--- src/rtl/prog_clk_div.sv ---
// Runtime-programmable clock-enable generator: counts 1..N on enabled edges,
// emits a tick at N and an optional square wave; divisor reloads only at period boundaries.
module prog_clk_div #(
  parameter int NUM_BITS    = 8,
  parameter int DEFAULT_DIV = 8
) (
  input  logic                sysclk,
  input  logic                n_rst,
  input  logic                enable,
  input  logic                load,
  input  logic [NUM_BITS-1:0] div_val,
  input  logic                mode,
  input  logic                sync,
  output logic                tick,
  output logic                clk,
  output logic [NUM_BITS-1:0] count_out,
  output logic                pending
);

  localparam logic [NUM_BITS-1:0] DIV_RST = NUM_BITS'(DEFAULT_DIV);
  localparam logic [NUM_BITS-1:0] DIV_MIN = NUM_BITS'(2);

  logic [NUM_BITS-1:0] count_q, count_d;
  logic [NUM_BITS-1:0] active_q, active_d;
  logic [NUM_BITS-1:0] pdiv_q, pdiv_d;
  logic                pend_q, pend_d;
  logic                tick_q, tick_d;
  logic                clk_q, clk_d;
  logic [NUM_BITS-1:0] ld_val;
  logic                rollover, apply;

  always_comb begin
    ld_val   = (div_val < DIV_MIN) ? DIV_MIN : div_val;
    // >= rather than == keeps the count bounded if a smaller divisor lands
    // while the counter is frozen above it.
    rollover = enable && !sync && (count_q >= active_q);
    apply    = rollover || (count_q == '0) || !enable || sync;

    pdiv_d   = load ? ld_val : pdiv_q;
    pend_d   = load | pend_q;
    active_d = active_q;
    if (apply) begin
      active_d = pdiv_d;
      pend_d   = 1'b0;
    end

    count_d = count_q;
    if (sync)          count_d = '0;
    else if (enable)   count_d = rollover ? NUM_BITS'(1) : count_q + NUM_BITS'(1);

    tick_d = enable && !sync && (count_d == active_d);

    clk_d = clk_q;
    if (sync)          clk_d = 1'b0;
    else if (enable)   clk_d = mode ? ((count_d != '0) && (count_d <= (active_d >> 1))) : tick_d;
  end

  always_ff @(posedge sysclk or negedge n_rst) begin
    if (!n_rst) begin
      count_q  <= '0;
      active_q <= DIV_RST;
      pdiv_q   <= DIV_RST;
      pend_q   <= 1'b0;
      tick_q   <= 1'b0;
      clk_q    <= 1'b0;
    end else begin
      count_q  <= count_d;
      active_q <= active_d;
      pdiv_q   <= pdiv_d;
      pend_q   <= pend_d;
      tick_q   <= tick_d;
      clk_q    <= clk_d;
    end
  end

  assign tick      = tick_q;
  assign clk       = clk_q;
  assign count_out = count_q;
  assign pending   = pend_q;

endmodule

--- config.mk ---
export PLATFORM = sky130hd
export DESIGN_NAME = prog_clk_div
export DESIGN_NICKNAME = d
export VERILOG_FILES = /design/src/rtl/prog_clk_div.sv
export SDC_FILE = /design/constraint.sdc
export NUM_CORES = 1
export LEC_CHECK = 0
export CORE_MARGIN = 8
export CORE_UTILIZATION = 51
export CTS_BUF_LIST = sky130_fd_sc_hd__clkbuf_2
export CTS_CLUSTER_SIZE = 28
export DETAILED_ROUTE_END_ITERATION = 10
export PLACE_DENSITY = 0.78
export SLEW_MARGIN = 30
export SYNTH_ARGS = -nofsm -noshare
export SYNTH_HDL_FRONTEND = slang
export SYNTH_SLANG_ARGS = --single-unit
export TNS_END_PERCENT = 30
--- constraint.sdc ---
create_clock -name sysclk -period 3.14 [get_ports sysclk]
set_input_delay 0.942 -clock sysclk [delete_from_list [all_inputs] [get_ports sysclk]]
set_output_delay 0.942 -clock sysclk [all_outputs]
set_load 0.03 [all_outputs]
; ---- After elaboration in Yosys (flattened, before gate mapping)
; Index checks and enable logic that the tools add are counted.
[totals]
word_cells = 34
reg_bits = 27
[classes]
order_cmp = 3
muxes = 10
n_addsub = 1
reduce_logical = 12
eq_ne = 1
bitwise = 1
[ops]
columns = cell, count
row1 = 8-bit two-way mux, 6
row2 = 8-bit by 1-bit adder with 8-bit output (second input constant), 1
row3 = 8-bit equality test, 1
row4 = 8-bit >= comparator, 1
row5 = 8-bit by 7-bit <= comparator with 1-bit output, 1
row6 = 8-bit logical NOT, 1
row7 = 8-bit by 2-bit < comparator with 1-bit output (second input constant), 1
row8 = 8-bit nonzero test, 1
row9 = 1-bit logical AND, 4
row10 = 1-bit two-way mux, 4
row11 = 1-bit logical OR, 3
row12 = 1-bit logical NOT, 2
row13 = 2-bit nonzero test, 1
row14 = 1-bit bitwise OR, 1

; ---- Depth between registers and ports, before layout
[logic_depth]
ltp_word = 12
ltp_mapped = 18
mapped_depth_nobuf = 17

; ---- Worst setup path before layout
; OpenSTA, ideal clock, no wires.
[synth_timing]
path_kind = register to register
from = reg count_q[0] (netlist: count_out[0])
to = reg clk_q (netlist: clk)
stages_incl_launch_ff = 19
path_buffers = 1
setup_time_ns = 0.074
period_less_slack_ns = 3.302
path_slack_ns = -0.162
required_ns = 3.066
arrival_ns = 3.228
cell_sequence = dfrtp_1 inv_1 ha_1 or4b_4 o41ai_4 a21oi_2 nand2_4 buf_12 mux2i_1 ha_1 nor2b_1 o21ai_0 nand2b_1 a21oi_1 o21ai_0 o21ai_0 and3_1 a41oi_2 o21ai_2
[synth_between]
elab_chain_len = 11
[synth_lines]
columns = element, line
row1 = start: declaration, 23  ; logic [NUM_BITS-1:0] count_q, count_d;
row2 = start signal: assignment, 67  ; count_q <= count_d;
row3 = 8-bit >= comparator, 36  ; rollover = enable && !sync && (count_q >= active_q);
row4 = 1-bit logical AND, 36
row5 = 1-bit logical OR (3 in a row), 37  ; apply = rollover || (count_q == '0) || !enable || sync;
row6 = 8-bit two-way mux, 42  ; if (apply) begin
row7 = 8-bit by 7-bit <= comparator with 1-bit output / 8-bit equality test (equally long branches), "55, 51"
row8 = 1-bit logical AND (on tied branches), "55, 51"
row9 = 1-bit two-way mux (*) (2 in a row), 55  ; else if (enable) clk_d = mode ? ((count_d != '0) && (count_d <= (active_d >> 1))) : tick_d;
row10 = 1-bit two-way mux (*), 54  ; if (sync) clk_d = 1'b0;
row11 = end signal: assignment, 72  ; clk_q <= clk_d;
row12 = end: declaration, 28  ; logic clk_q, clk_d;
; Mark *: on every way between the ends. The rest lies on a longest branch, timed or not. The select of a mux whose other input is x is not followed.
; A chain may end at the register's enable or synchronous reset.

; ---- Worst setup path in the final report
[layout_timing]
from = reg count_q[1] (netlist: count_out[1])
to = reg clk_q (netlist: clk)
; Same word-level chain as after synthesis.

==> results.txt <==
In this run the tool buffered the top-level ports with 24 buffer cells. The total routed wirelength is 5.57 mm. The post-synthesis compound-gate area fraction came out at ~18%. The relative max-transition margin came out at 72.6%.

Of the total synthesized cell area, the portion taken by XOR and XNOR cells is ~5.1%. The global-route wire length before repair is 8.51 mm. The die is roughly 77 um wide. The launch point of the worst hold path is pdiv_q[5]. The static leakage power is 1.26 nW. Setup slack on the critical path of the routed design comes to -0.0741 ns. The number of placed I/O pins came out at 25. The multi-input combinational cell area came out at roughly 1200 um^2. Of all cell types, the one taking the most synthesized area is dfrtp_1.

Across the run, the number of max-cap violations was 0. The CTS root buffer is clkbuf_2. The critical path data arrival time is roughly 3.5 ns. The peak fanout along the critical path is 5. The number of nets with antenna violations after detailed routing came out at 0.

The deepest level of the CTS H-tree is 1. In this run, placement finished with an instance count of 303. The proportion of power drawn by the clock network is ~17%. For this run, asynchronously set or reset flops after synthesis account for between 90% and 100%. The tightest min-delay check is of the register to register type. The number of register bits inferred by synthesis came out at 27. The vertical die dimension is 76.9 um. The sequential share of power came out at between 40% and 50%. In this run the power spent charging and discharging nets is ~280 uW.

The total overflow left after global routing is 0. The final-report setup violation count is 1. Cells with a size suffix above 1 make up 34.2% of the layout.

The worst supply voltage drop on vdd is approximately 260 uV. The clock-pin slew of the registers on the worst-case setup and hold paths came out at 0.28 ns. The die footprint is a little under 6000 um^2. The cell area that synthesis handed to floorplanning was 1890 um^2. The share of total power dissipated in combinational logic is between 30 and 40%.

The post-route cell area is around 2700 um^2. The clock latency at the later pin of the worst-skew pair came out at ~0.37 ns. The final RePlAce weighted congestion is 0.891. The area added between synthesis and finish is 41.0%. The DRC violation count after routing is 0. The number of antenna violations at the first check in global routing is 0.

The TritonCTS buffer count is 3. In this run the critical register-to-register path is launched from count_out[1]. The slew at the pin with the worst max-slew slack is around 0.41 ns. In this run switching power makes up about a third of total power. STA classifies the critical path startpoint as a register. The number of filler instances in the final layout came out at 250. The share of the yosys chip area belonging to registers is between 30 and 40%. The number of detailed-routing iterations run before antenna repair came out at 4. The number of endpoints with negative hold slack in the final report is 0. The checks that failed: negative setup slack.

The number of distinct standard cells referenced by the synthesized netlist is 49. The internal portion of total power is 559 uW. The count of routing violations after the opening detailed-route iteration came out at 91. The instance count of the mapped netlist is 190. The aggregate global-route resource usage came out at between 15 and 20%. The placed instances occupy a cell area of between 2000 and 3000 um^2. For the worst setup path, the data required time is around 3.5 ns. By area the synthesized netlist is led by dfrtp_1 (33%), ha_1 (11%), mux2_2 (5.4%). TritonCTS built the clock tree. The critical path starts at count_out[1]. The fraction of synthesized cell area taken by the top area cell type is between 30% and 40%. The wire-length estimate of the detail-placed layout is 4.20 mm. The predominant post-synthesis flop cell is dfrtp_1. The number of clock sinks came out at 27.

The average cell area after synthesis is just under 10 um^2. The count of final max-slew check failures came out at 0. At the placement stage, the worst setup path has a slack of -0.415 ns. The synthesized netlist net count is around 220. The fraction of synthesized area in multiplexers came out at around 8.5%. The via count of the first global-routing pass was 1766.

The number of diodes came out at 0. The number of nets in the layout came out at a little under 300. The post-synthesis simple-gate area fraction came out at between 10% and 20%. In the layout the commonest cells are buf_4 (51), clkdlybuf4s50_1 (24), dfrtp_1 (23). The time the final worst path needs with I/O delays and setup is ~3.2 ns. The number of synthesis warnings is 0. The number of rows in the core area is 22. The run finished, with violations left.

The initial standard-cell utilization of the core came out at between 50% and 60%. The number of flops mapped to enable cells by yosys is 0. The per-cell via count in the routed design came out at between 5 and 6. The sequential standard cell area came out at 681 um^2. The finished layout holds approximately 310 standard cells, fillers aside.

Summing over every cut layer, the via total after detailed routing is ~1800. The arithmetic-cell share of the synthesized area counting full adders, half adders and majority gates is 11.3%. On the final layout, the worst clock skew is slightly below 0.009 ns. The setup total negative slack came out at -0.0741 ns. The most common cell after layout, fill and taps aside is buf_4. The detailed-route wire length per cell is ~18 um. The critical path is of the register to register type. Setup repair after global routing could not meet its margin everywhere. By area, the combinational part of the netlist is dominated by compound AO/OA/AOI/OAI gates. STA classifies the critical path endpoint as a register. The clock passes through at most 2 buffers. The pin count of the biggest net entering global routing is 28. The power density over cell area came out at roughly 320 nW/um^2.

The final worst-path cycle share came out at 102%. Static timing analysis puts the maximum clock frequency at a little over 0.3 GHz. The hold buffer count at CTS is 0. The total core area is about 3600 um^2.
## registers in the layout (all words and copies together) (netlist names)
register,count
pdiv_q,8
count_out,8
active_q,8
pending,1
clk,1
tick,1
## cells in the mapped netlist, types with 3 or more instances
| master | instances |
|---|---|
| and3_1 | 4 |
| mux2i_1 | 6 |
| nand2_1 | 9 |
| inv_1 | 21 |
| mux2_2 | 9 |
| dfrtp_1 | 25 |
| nor3_1 | 5 |
| ha_1 | 17 |
| nand3_1 | 7 |
| o211ai_1 | 4 |
| nand2b_1 | 3 |
| and2_1 | 3 |
| o21ai_0 | 5 |
| a21oi_1 | 10 |
| nor2_1 | 11 |
| nand4_1 | 4 |
| xnor2_1 | 9 |
## logic make-up (layout without fill, tap and decap cells)
group,count (synthesis),count (layout)
AND/OR/NAND/NOR,54,54
AO/OA/AOI/OAI,41,41
XOR/XNOR,11,11
flip-flops,27,27
adder cells (fa/ha/maj),17,17
multiplexers,15,15
buffers and inverters,25,101
## final timing paths
kind,slack [ns],depth (start not counted),end
min in group asynchronous,0.88,2,pdiv_q[6]
max in group asynchronous,1.96,2,active_q[3]
worst min register to register,0.54,1,pdiv_q[5]
worst min-delay path,0.54,1,pdiv_q[5]
worst max-delay path,-0.07,16,clk
worst max register to register,-0.07,16,clk
## power groups by stage
stage               Sequential, mW  Combinational, mW  Clock [mW]
detailed placement           0.399              0.261           0
CTS                          0.394              0.272       0.142
finish                       0.396              0.301       0.142
floorplan                    0.403              0.142           0
global placement             0.398              0.251           0
global route                 0.400              0.323       0.155
## stage by stage
stage	util, %	power, mW	hold slack (ns)
after CTS	71.5	0.808	0.549
final	73.9	0.839	0.544
after global placement	69.4	0.649	0.470
after detailed placement	69.4	0.660	0.496
after global routing	73.9	0.878	0.575
after floorplan	-	0.545	0.472
## per-layer routing
metal  up-vias  GRT usage (%)  part of all wire [%]
li1        838              -                     -
met3        15           3.26                   6.7
met4         0           7.12                   3.2
met5         -              0                     0
met1       839           21.1                    41
met2        65           30.8                    49
## cell type report
| cell class | instances | area share [%] |
|---|---|---|
| inverters | 22 | 3.10 |
| flip-flops and latches | 27 | 25.6 |
| multi-input cells | 138 | 44.9 |
| clock buffers | 3 | 0.564 |
| well taps | 48 | 2.25 |
| repair buffers | 75 | 23.4 |
| clock inverters | 1 | 0.282 |
## critical path, stage by stage (launching register included)
cell,delay [ns]
dfrtp_2,0.47
buf_4,0.16
ha_1,0.32
a31oi_1,0.18
nor2b_1,0.11
o211ai_4,0.29
nand2_4,0.13
buf_4,0.17
buf_4,0.14
mux2i_4,0.19
ha_1,0.33
a21oi_2,0.07
o21ai_1,0.13
o21ai_1,0.08
and3_1,0.16
a41oi_2,0.17
o21ai_2,0.06
## what timing repair did
action / 4_1_cts / 5_1_grt
endpoints found under the hold margin: 0 / 0
resized for setup: 6 / 9
endpoints found under the setup margin: 1 / 2
buffers inserted: 4 / 3
pin swaps: 2 / 7
No activity file was read; power rests on OpenSTA's default activity.
